--- src/rtl/conv_mac_pipe_pkg.sv ---
// rtl/conv_mac_pipe_pkg.sv - shared helpers for the KxK convolution MAC pipeline
package conv_mac_pipe_pkg;

  // ceil(log2(n)); 0 for n <= 1
  function automatic int clog2(input int n);
    int r;
    r = 0;
    for (int i = 0; i < 31; i++)
      if ((1 << i) < n) r = i + 1;
    return r;
  endfunction

  // width of an index counter; never narrower than one bit
  function automatic int idx_w(input int n);
    return (n > 1) ? clog2(n) : 1;
  endfunction

  // PROD_W: full signed product width
  function automatic int prod_w(input int data_w);
    return 2 * data_w;
  endfunction

  // SUM_W: sum of K*K products without overflow
  function automatic int sum_w(input int data_w, input int k);
    return prod_w(data_w) + clog2(k * k);
  endfunction

  // LSB position of tap 'tap' in a vector packed with tap 0 at the MSB
  function automatic int tap_base(input int tap, input int k, input int data_w);
    return (k * k - 1 - tap) * data_w;
  endfunction

  // clamp v into the signed range of an out_w-bit value
  function automatic logic signed [63:0] sat_clip(input logic signed [63:0] v, input int out_w);
    logic signed [63:0] hi;
    logic signed [63:0] lo;
    hi = (64'sd1 <<< (out_w - 1)) - 64'sd1;
    lo = -hi - 64'sd1;
    if (v > hi) return hi;
    if (v < lo) return lo;
    return v;
  endfunction

  // true when sat_clip would change v
  function automatic logic is_clipped(input logic signed [63:0] v, input int out_w);
    logic signed [63:0] hi;
    logic signed [63:0] lo;
    hi = (64'sd1 <<< (out_w - 1)) - 64'sd1;
    lo = -hi - 64'sd1;
    return (v > hi) || (v < lo);
  endfunction

endpackage

--- src/rtl/conv_mac_pipe_if.sv ---
// rtl/conv_mac_pipe_if.sv - window-beat input and result output handshake bundle
interface conv_mac_pipe_if #(
  parameter int DATA_W = 8,
  parameter int K      = 3,
  parameter int CIN    = 4,
  parameter int ACC_W  = 24,
  parameter int OUT_W  = 16
);
  import conv_mac_pipe_pkg::*;

  logic                          in_valid;
  logic                          in_ready;
  logic [K*K*DATA_W-1:0]         in_window;
  logic [K*K*DATA_W-1:0]         in_kernel;
  logic signed [ACC_W-1:0]       in_bias;
  logic                          out_valid;
  logic                          out_ready;
  logic signed [OUT_W-1:0]       out_data;
  logic                          out_sat;
  logic [idx_w(CIN)-1:0]         beat_idx;

  modport master (
    output in_valid, in_window, in_kernel, in_bias, out_ready,
    input  in_ready, out_valid, out_data, out_sat, beat_idx
  );

  modport slave (
    input  in_valid, in_window, in_kernel, in_bias, out_ready,
    output in_ready, out_valid, out_data, out_sat, beat_idx
  );

endinterface

--- src/rtl/conv_mac_pipe_postproc.sv ---
// rtl/conv_mac_pipe_postproc.sv - bias add, shift, optional ReLU (CONV_RELU_EN), clip
module conv_postproc
  import conv_mac_pipe_pkg::*;
#(
  parameter int ACC_W = 24,
  parameter int OUT_W = 16,
  parameter int SHIFT = 0
) (
  input  logic signed [ACC_W-1:0] acc,
  input  logic signed [ACC_W-1:0] bias,
  output logic signed [OUT_W-1:0] data,
  output logic                    sat
);
  localparam int V_W = ACC_W + 1;

  logic signed [V_W-1:0] v;
  logic signed [63:0]    v64;

  // one extra bit keeps acc+bias from wrapping; the shift truncates toward -inf
  always_comb begin
    v   = (V_W'(acc) + V_W'(bias)) >>> SHIFT;
    v64 = 64'(v);
`ifdef CONV_RELU_EN
    if (v64[63]) v64 = '0;
`endif
    data = OUT_W'(sat_clip(v64, OUT_W));
    sat  = is_clipped(v64, OUT_W);
  end

endmodule

--- src/rtl/conv_mac_pipe.sv ---
// rtl/conv_mac_pipe.sv - pipelined KxK x CIN convolution MAC; CONV_RELU_EN enables ReLU
module conv_mac_pipe
  import conv_mac_pipe_pkg::*;
#(
  parameter int DATA_W = 8,
  parameter int K      = 3,
  parameter int CIN    = 4,
  parameter int ACC_W  = 24,
  parameter int OUT_W  = 16,
  parameter int SHIFT  = 0
) (
  input logic            clk,
  input logic            rst,
  conv_mac_pipe_if.slave bus
);
  localparam int TAPS   = K * K;
  localparam int PROD_W = prod_w(DATA_W);
  localparam int SUM_W  = sum_w(DATA_W, K);
  localparam int BI_W   = idx_w(CIN);
  localparam int WIN_W  = TAPS * DATA_W;
  localparam logic [BI_W-1:0] LAST_IDX = BI_W'(CIN - 1);

  if (ACC_W < 2 * DATA_W + clog2(TAPS * CIN) + 1) begin : g_acc_w_check
    $error("conv_mac_pipe: ACC_W too narrow for DATA_W/K/CIN");
  end

  logic                    stall, fire, first_beat, last_beat;
  logic [BI_W-1:0]         beat_idx;

  logic                    s0_valid, s0_first, s0_last;
  logic [WIN_W-1:0]        s0_win, s0_ker;
  logic signed [ACC_W-1:0] s0_bias;

  logic                    s1_valid, s1_first, s1_last;
  logic signed [PROD_W-1:0] s1_prod [TAPS];
  logic signed [ACC_W-1:0] s1_bias;

  logic                    s2_valid, s2_first, s2_last;
  logic signed [SUM_W-1:0] s2_sum, sum_c;
  logic signed [ACC_W-1:0] s2_bias;

  logic                    s3_valid;
  logic signed [ACC_W-1:0] acc, s3_bias;

  logic                    out_valid, out_sat, pp_sat;
  logic signed [OUT_W-1:0] out_data, pp_data;

  assign stall      = out_valid && !bus.out_ready;
  assign fire       = bus.in_valid && !stall;
  assign first_beat = (beat_idx == '0);
  assign last_beat  = (beat_idx == LAST_IDX);

  assign bus.in_ready  = !stall;
  assign bus.out_valid = out_valid;
  assign bus.out_data  = out_data;
  assign bus.out_sat   = out_sat;
  assign bus.beat_idx  = beat_idx;

  for (genvar t = 0; t < TAPS; t++) begin : g_tap
    localparam int B = tap_base(t, K, DATA_W);
    // one signed multiplier per tap
    always_ff @(posedge clk)
      if (!stall)
        s1_prod[t] <= PROD_W'($signed(s0_win[B +: DATA_W])) * PROD_W'($signed(s0_ker[B +: DATA_W]));
  end

  // sign-extending sum of all tap products
  always_comb begin
    sum_c = '0;
    for (int t = 0; t < TAPS; t++) sum_c = sum_c + SUM_W'(s1_prod[t]);
  end

  conv_postproc #(
    .ACC_W (ACC_W),
    .OUT_W (OUT_W),
    .SHIFT (SHIFT)
  ) u_postproc (
    .acc  (acc),
    .bias (s3_bias),
    .data (pp_data),
    .sat  (pp_sat)
  );

  // stage advance, beat counting, accumulation and output register; all hold on stall
  always_ff @(posedge clk) begin
    if (rst) begin
      beat_idx  <= '0;
      s0_valid  <= 1'b0;
      s1_valid  <= 1'b0;
      s2_valid  <= 1'b0;
      s3_valid  <= 1'b0;
      acc       <= '0;
      out_valid <= 1'b0;
      out_data  <= '0;
      out_sat   <= 1'b0;
    end else if (!stall) begin
      if (fire) beat_idx <= last_beat ? '0 : beat_idx + BI_W'(1);
      s0_valid <= fire;
      s0_first <= first_beat;
      s0_last  <= last_beat;
      s0_win   <= bus.in_window;
      s0_ker   <= bus.in_kernel;
      if (fire && last_beat) s0_bias <= bus.in_bias;

      s1_valid <= s0_valid;
      s1_first <= s0_first;
      s1_last  <= s0_last;
      s1_bias  <= s0_bias;

      s2_valid <= s1_valid;
      s2_first <= s1_first;
      s2_last  <= s1_last;
      s2_sum   <= sum_c;
      s2_bias  <= s1_bias;

      // first beat of a pixel overwrites whatever the previous pixel left behind
      if (s2_valid) acc <= s2_first ? ACC_W'(s2_sum) : acc + ACC_W'(s2_sum);
      s3_valid <= s2_valid && s2_last;
      s3_bias  <= s2_bias;

      out_valid <= s3_valid;
      if (s3_valid) begin
        out_data <= pp_data;
        out_sat  <= pp_sat;
      end
    end
  end

endmodule

--- src/flat_wrapper.sv ---
// flat-port wrapper written by rule: the top's interface ports become plain ports
module conv_mac_pipe_flat import conv_mac_pipe_pkg::*;
#(
  parameter int DATA_W = 8,
  parameter int K      = 3,
  parameter int CIN    = 4,
  parameter int ACC_W  = 24,
  parameter int OUT_W  = 16,
  parameter int SHIFT  = 0
)
  (clk, rst, bus_in_valid, bus_in_window, bus_in_kernel, bus_in_bias, bus_out_ready, bus_in_ready, bus_out_valid, bus_out_data, bus_out_sat, bus_beat_idx);
  conv_mac_pipe_if #(.DATA_W(DATA_W), .K(K), .CIN(CIN), .ACC_W(ACC_W), .OUT_W(OUT_W)) bus_i ();
  input logic clk;
  input logic rst;
  input wire logic [$bits(bus_i.in_valid)-1:0] bus_in_valid;
  input wire logic [$bits(bus_i.in_window)-1:0] bus_in_window;
  input wire logic [$bits(bus_i.in_kernel)-1:0] bus_in_kernel;
  input wire logic [$bits(bus_i.in_bias)-1:0] bus_in_bias;
  input wire logic [$bits(bus_i.out_ready)-1:0] bus_out_ready;
  output wire logic [$bits(bus_i.in_ready)-1:0] bus_in_ready;
  output wire logic [$bits(bus_i.out_valid)-1:0] bus_out_valid;
  output wire logic [$bits(bus_i.out_data)-1:0] bus_out_data;
  output wire logic [$bits(bus_i.out_sat)-1:0] bus_out_sat;
  output wire logic [$bits(bus_i.beat_idx)-1:0] bus_beat_idx;
  assign bus_i.in_valid = bus_in_valid;
  assign bus_i.in_window = bus_in_window;
  assign bus_i.in_kernel = bus_in_kernel;
  assign bus_i.in_bias = bus_in_bias;
  assign bus_i.out_ready = bus_out_ready;
  assign bus_in_ready = bus_i.in_ready;
  assign bus_out_valid = bus_i.out_valid;
  assign bus_out_data = bus_i.out_data;
  assign bus_out_sat = bus_i.out_sat;
  assign bus_beat_idx = bus_i.beat_idx;
  conv_mac_pipe #(.DATA_W(DATA_W), .K(K), .CIN(CIN), .ACC_W(ACC_W), .OUT_W(OUT_W), .SHIFT(SHIFT)) u_core (.clk(clk), .rst(rst), .bus(bus_i));
endmodule
--- config.mk ---
export PLATFORM = sky130hd
export DESIGN_NAME = conv_mac_pipe_flat
export DESIGN_NICKNAME = d
export VERILOG_FILES = /design/src/rtl/conv_mac_pipe_pkg.sv /design/src/rtl/conv_mac_pipe_if.sv /design/src/rtl/conv_mac_pipe_postproc.sv /design/src/rtl/conv_mac_pipe.sv /design/src/flat_wrapper.sv
export SDC_FILE = /design/constraint.sdc
export NUM_CORES = 2
export LEC_CHECK = 0
export BUFFER_PORTS_ARGS = -buffer_cell sky130_fd_sc_hd__clkbuf_2
export CELL_PAD_IN_SITES_DETAIL_PLACEMENT = 0
export CELL_PAD_IN_SITES_GLOBAL_PLACEMENT = 1
export CORE_MARGIN = 5
export CORE_UTILIZATION = 35
export DETAILED_ROUTE_END_ITERATION = 10
export HOLD_SLACK_MARGIN = 0.08
export PLACE_DENSITY = 0.66
export SLEW_MARGIN = 30
export SYNTH_ARGS = -nofsm -noshare
export SYNTH_HDL_FRONTEND = slang
export SYNTH_SLANG_ARGS = --single-unit
export TNS_END_PERCENT = 1
--- constraint.sdc ---
create_clock -name clk -period 19.9 [get_ports clk]
set_input_delay 1.99 -clock clk [delete_from_list [all_inputs] [get_ports clk]]
set_output_delay 1.99 -clock clk [all_outputs]
set_load 0.005 [all_outputs]
; ---- Word level (Yosys, flattened, before mapping)
; Memories as Yosys holds them, arrays and structs flattened.
; Index checks and enable logic that the tools add are counted.
; W data, S select, Z words.
[classes]
n_eq_ne = 1
n_addsub = 11
n_reduce_logical = 13
muxes = 10
bitwise = 2
mul = 9
magnitude_cmp = 2
[op_table]
columns = operator, count
row1 = $mul A8 B8 Y16, 9
row2 = $add A20 B16 Y20, 6
row3 = $mux W16, 4
row4 = $add A24 B24 Y25, 1
row5 = $gt A25 B16 Y1 const B, 1
row6 = $lt A25 B16 Y1 const B, 1
row7 = $add A24 B20 Y24, 1
row8 = $mux W24, 1
row9 = $add A17 B16 Y18, 1
row10 = $add A16 B16 Y17, 1
row11 = $reduce_and A2 Y1, 4
row12 = $logic_and A1 B1 Y1, 4
row13 = $mux W1, 4
row14 = $reduce_and A3 Y1, 1
row15 = $add A2 B1 Y2 const B, 1
row16 = $eq A2 B2 Y1 const B, 1
row17 = $logic_not A1 Y1, 2
row18 = $logic_not A2 Y1, 1
row19 = $mux W2, 1
row20 = $not A1 Y1, 2
row21 = $logic_or A1 B1 Y1, 1
[word_totals]
ram_bits = 144
out_inout_bits = 21
elab_cells = 71
register_bits = 314
memories = 1
in_bits = 172
[memory_table]
columns = name, depth, width, rd, rd_ports_with_merged_regs, write_ports, line_no
row1 = u_core.s1_prod, 9, 16, 9, 0, 9, conv_mac_pipe.sv:35  ; logic signed [PROD_W-1:0] s1_prod [TAPS];

; ---- Longest topological paths before layout
; An unclocked memory read counts as a cell.
[logic_depth]
word_depth = 9
ltp_mapped = 29
depth_no_buf = 28

; ---- Hierarchy
; A second synthesis with hierarchy kept.
[unflattened]
hier_cells = 4001
area_unflattened_um2 = 43140.1
[by_module_without_submodules]
columns = module, cells_per_inst, area_each_um2, seq_area_each_um2, instances
row1 = conv_mac_pipe, 3757, 41453.5, 13272.7, 1
row2 = conv_postproc, 244, 1686.6, 0.0, 1

; ---- Worst setup path after synthesis
; Ideal clock, no wire load.
[synth_path]
kind = input to register
startpoint = in rst
endpoint = reg u_core.s0_bias[0] (enable)
path_stages = 3
setup_time_ns = 0.383
path_buffers = 1
arrival_time_ns = 13.794
slack_ns = 5.723
required_ns = 19.517
cell_sequence = clkbuf_1 > nor2_1 > and3_1
[synth_between]
elab_chain_len = 2
[synth_lines]
columns = item, line_no
row1 = "start, declared", flat_wrapper.sv:14  ; input logic rst;
row2 = $not A1 Y1 (no source line), -
row3 = $reduce_and A3 Y1 (no source line), -
row4 = "end signal, assigned", conv_mac_pipe.sv:103  ; if (fire && last_beat) s0_bias <= bus.in_bias;
row5 = "end, declared", conv_mac_pipe.sv:32  ; logic signed [ACC_W-1:0] s0_bias;
; Every way passes these cells.
; A chain may end at the register's enable or synchronous reset.

==> impl_results.md <==
* Synth warn at 0
* Initial DRC count at 1224
* H-tree depth at 2
* Max-cap violations at 0
* Layout area overhead at 11.70%
* Dominant cells by area after synthesis: edfxtp_1 29%, fa_1 29%, ha_1 10%
* Pin slew with the least headroom to its limit at 935.8 ps
* Critical path required time at 20290 ps
* DRT Wirelength at 89370 um
* Critical path endpoint category: flip-flop
* TritonCTS clock tree: built
* Filler Cell Count at 11680
* Hold Vio Cnt, Final at 0
* Vias per inst at 4.530
* Synth cell count leaders: 788 x inv_1, 602 x fa_1, 410 x edfxtp_1
* Clk buf depth at 3
* Critical path peak fanout at 5
* I/O Buffers at 192
* Pin count of the biggest net entering global routing at 85
* Crit path time final at 7146 ps
* Vias at 25510
* Chip height at 355.9 um
* Syn Inst Count at 3737
* Top-count cell post-synth: inv_1
* Synth area leader: edfxtp_1
* Hold depth at 0
* RSZ-0062 raised after global routing: false
* Num CTS Buffers at 59
* Post-CTS Setup Inserts at 0
* Top cell type's share of synthesized area at 0.2939
* Post-synth ARST share at 0
* Number of synthesized flops with an enable pin at 410
* Global-route wire length before repair at 147900 um
* Syn nets at 4858
* Number of global-route vias before repair at 27040
* Sequential cell area fraction in the yosys report at 0.3169
* Yosys reg bits at 458
* Slew Limit Fails at 0
* Maximum clock rate at 139.9 MHz
* Worst setup path class: reg2reg
* Clk sinks at 458
* Mapped Area at 41890 um2
* Nature of the critical path startpoint: flip-flop
* Wire per inst at 15.87 um
* Hold Path Class: reg2reg
* HPWL Detailed at 72880 um
* Worst-Skew Late Latency at 670 ps
* Boundary pin count at 193
* Die Span X at 355.9 um
* Gr usage total at 0.1470
* Layout net count at 5091
* Pre-antenna DRT Iters at 5
* ANT nets after route at 0
* Drt drc at 0
* Avg Inst Size Synth at 11.21 um2
* Status: completed
* Total congestion overflow at 0
* Setup TNS at 0 ps
* CTS resizes at 0
* # hold bufs at CTS at 0
* Final GP Congestion at 0.8069
* Antenna violations before repair at 4
* Synth Flop Type: edfxtp_1
* FP Rows at 127
* Root Buffer: clkbuf_16
* Crit path DAT at 7540 ps
* Core area at 119300 um2
* Clk pin slew, worst setup/hold paths at 60 ps
* Die Area at 126700 um2
* Layout cell share with drive strength beyond 1 at 0.07738
* Part of the cycle the worst path needs at 0.3591
* Synth unique cells at 70
* Final setup fails at 0
* Final Skew at 17.44 ps
* Initial Util at 0.3510
* FF-to-FF path depth at 23
* Max_slew headroom at 0.3761
[layout by cell type (no fill, tap or decap), types with 5 or more instances in the layout]
master	n
o21ai_0	103
xor2_1	34
nor3_1	37
fa_1	602
clkbuf_2	192
o2bb2ai_1	5
clkinv_2	10
a21oi_1	88
o41a_1	9
inv_1	788
o211a_1	6
o41ai_1	6
o21a_1	17
nor2b_1	32
dfxtp_1	48
clkbuf_8	6
clkbuf_16	60
and2_1	346
clkbuf_1	14
a21boi_0	18
inv_6	5
o211ai_1	14
xnor2_1	165
edfxtp_1	410
nand2b_1	73
nand3_1	18
a31oi_1	6
or3_1	11
nand2_1	233
a21o_1	44
o21bai_1	9
a211oi_1	14
buf_4	10
ha_1	347
nor2_1	146
and3_1	9
o32ai_1	10
[worst max-delay path, cell delays in order, from the launching register on]
cell and delay [ps]:
edfxtp_1 390, fa_1 570, ha_1 230, a21o_1 170, a21oi_1 200, o21ai_0 110
a21o_1 210, a21oi_1 200, o21ai_0 150, o41ai_1 560, xnor2_1 170, fa_1 500
inv_1 50, fa_1 490, fa_1 430, fa_1 490, inv_1 50, ha_1 240
or3_1 370, a2111oi_0 440, nor3_1 150, a41o_1 290, o41ai_1 300, xnor2_1 130
[per-stage QoR]
step / cells / cell area [um2] / worst slack, ps / hold slack [ps] / utilization
floorplan: 3737 / 41890 / 5723 / 400.3 / -
global placement: 5521 / 44830 / 12790 / 402.5 / 0.3757
detailed placement: 5521 / 44830 / 12770 / 404.5 / 0.3757
CTS: 5631 / 46780 / 12750 / 415.3 / 0.3920
global route: 5631 / 46780 / 12340 / 417.4 / 0.3920
finish: 5632 / 46790 / 12750 / 411.2 / 0.3921
[final cells by class]
type | count | area, um2 | area share
Tap cell | 1612 | 2017 | 0.04311
Clock buffer | 80 | 1637 | 0.03498
Sequential cell | 458 | 13270 | 0.2837
Timing Repair Buffer | 202 | 1036 | 0.02214
Inverter | 789 | 2967 | 0.06341
Clock inverter | 30 | 315.3 | 0.006739
Multi-Input combinational cell | 2460 | 25540 | 0.5459
Antenna cell | 1 | 2.502 | 0.00005348
[layer usage]
metal | vias up | global-route usage | wire (um)
met4 | 0 | 0.03177 | 1792
met2 | 338 | 0.2410 | 42230
met3 | 88 | 0.02298 | 3543
met1 | 12700 | 0.2071 | 41810
met5 | - | 0 | 0
li1 | 12390 | - | -
[state kept, by name, indices dropped and copies added (netlist names)]
signal                flops
u_core.s1_prod          144
u_core.s0_ker            72
u_core.s0_win            72
u_core.acc               24
u_core.s0_bias           24
u_core.s1_bias           24
u_core.s2_bias           24
u_core.s3_bias           24
u_core.s2_sum            20
u_core.bus.out_data      16
u_core.bus.beat_idx       2
u_core.bus.out_sat        1
u_core.bus.out_valid      1
u_core.s0_first           1
u_core.s0_last            1
u_core.s0_valid           1
u_core.s1_first           1
u_core.s1_last            1
u_core.s1_valid           1
u_core.s2_first           1
u_core.s2_last            1
u_core.s2_valid           1
u_core.s3_valid           1
[kinds of logic (layout without fill, tap and decap cells)]
kind of cell,Yosys count,after routing,synth area share
xor gates and xnor gates,199,199,0.04161
buffers and inverters,819,1101,0.07357
DFF,458,458,0.3169
AOI/OAI and AO/OA,390,390,0.06258
adders and majority gates,949,949,0.3914
other,0,1,0
and+or+nand+nor,919,919,0.1133
muxes,3,3,0.0007468
[final timing paths]
| path | from | end | slack [ps] |
|---|---|---|---|
| worst min-delay path | u_core.s2_bias[8] | u_core.s3_bias[8] | 410 |
| worst min register to register | u_core.s2_bias[8] | u_core.s3_bias[8] | 410 |
| worst max register to register | u_core.s1_prod[0][2] | u_core.s2_sum[18] | 12750 |
| worst max-delay path | u_core.s1_prod[0][2] | u_core.s2_sum[18] | 12750 |
Power is left out: the tool's default activity adds up to more than one toggle a clock period on the data nets, which glitch-free logic cannot reach.
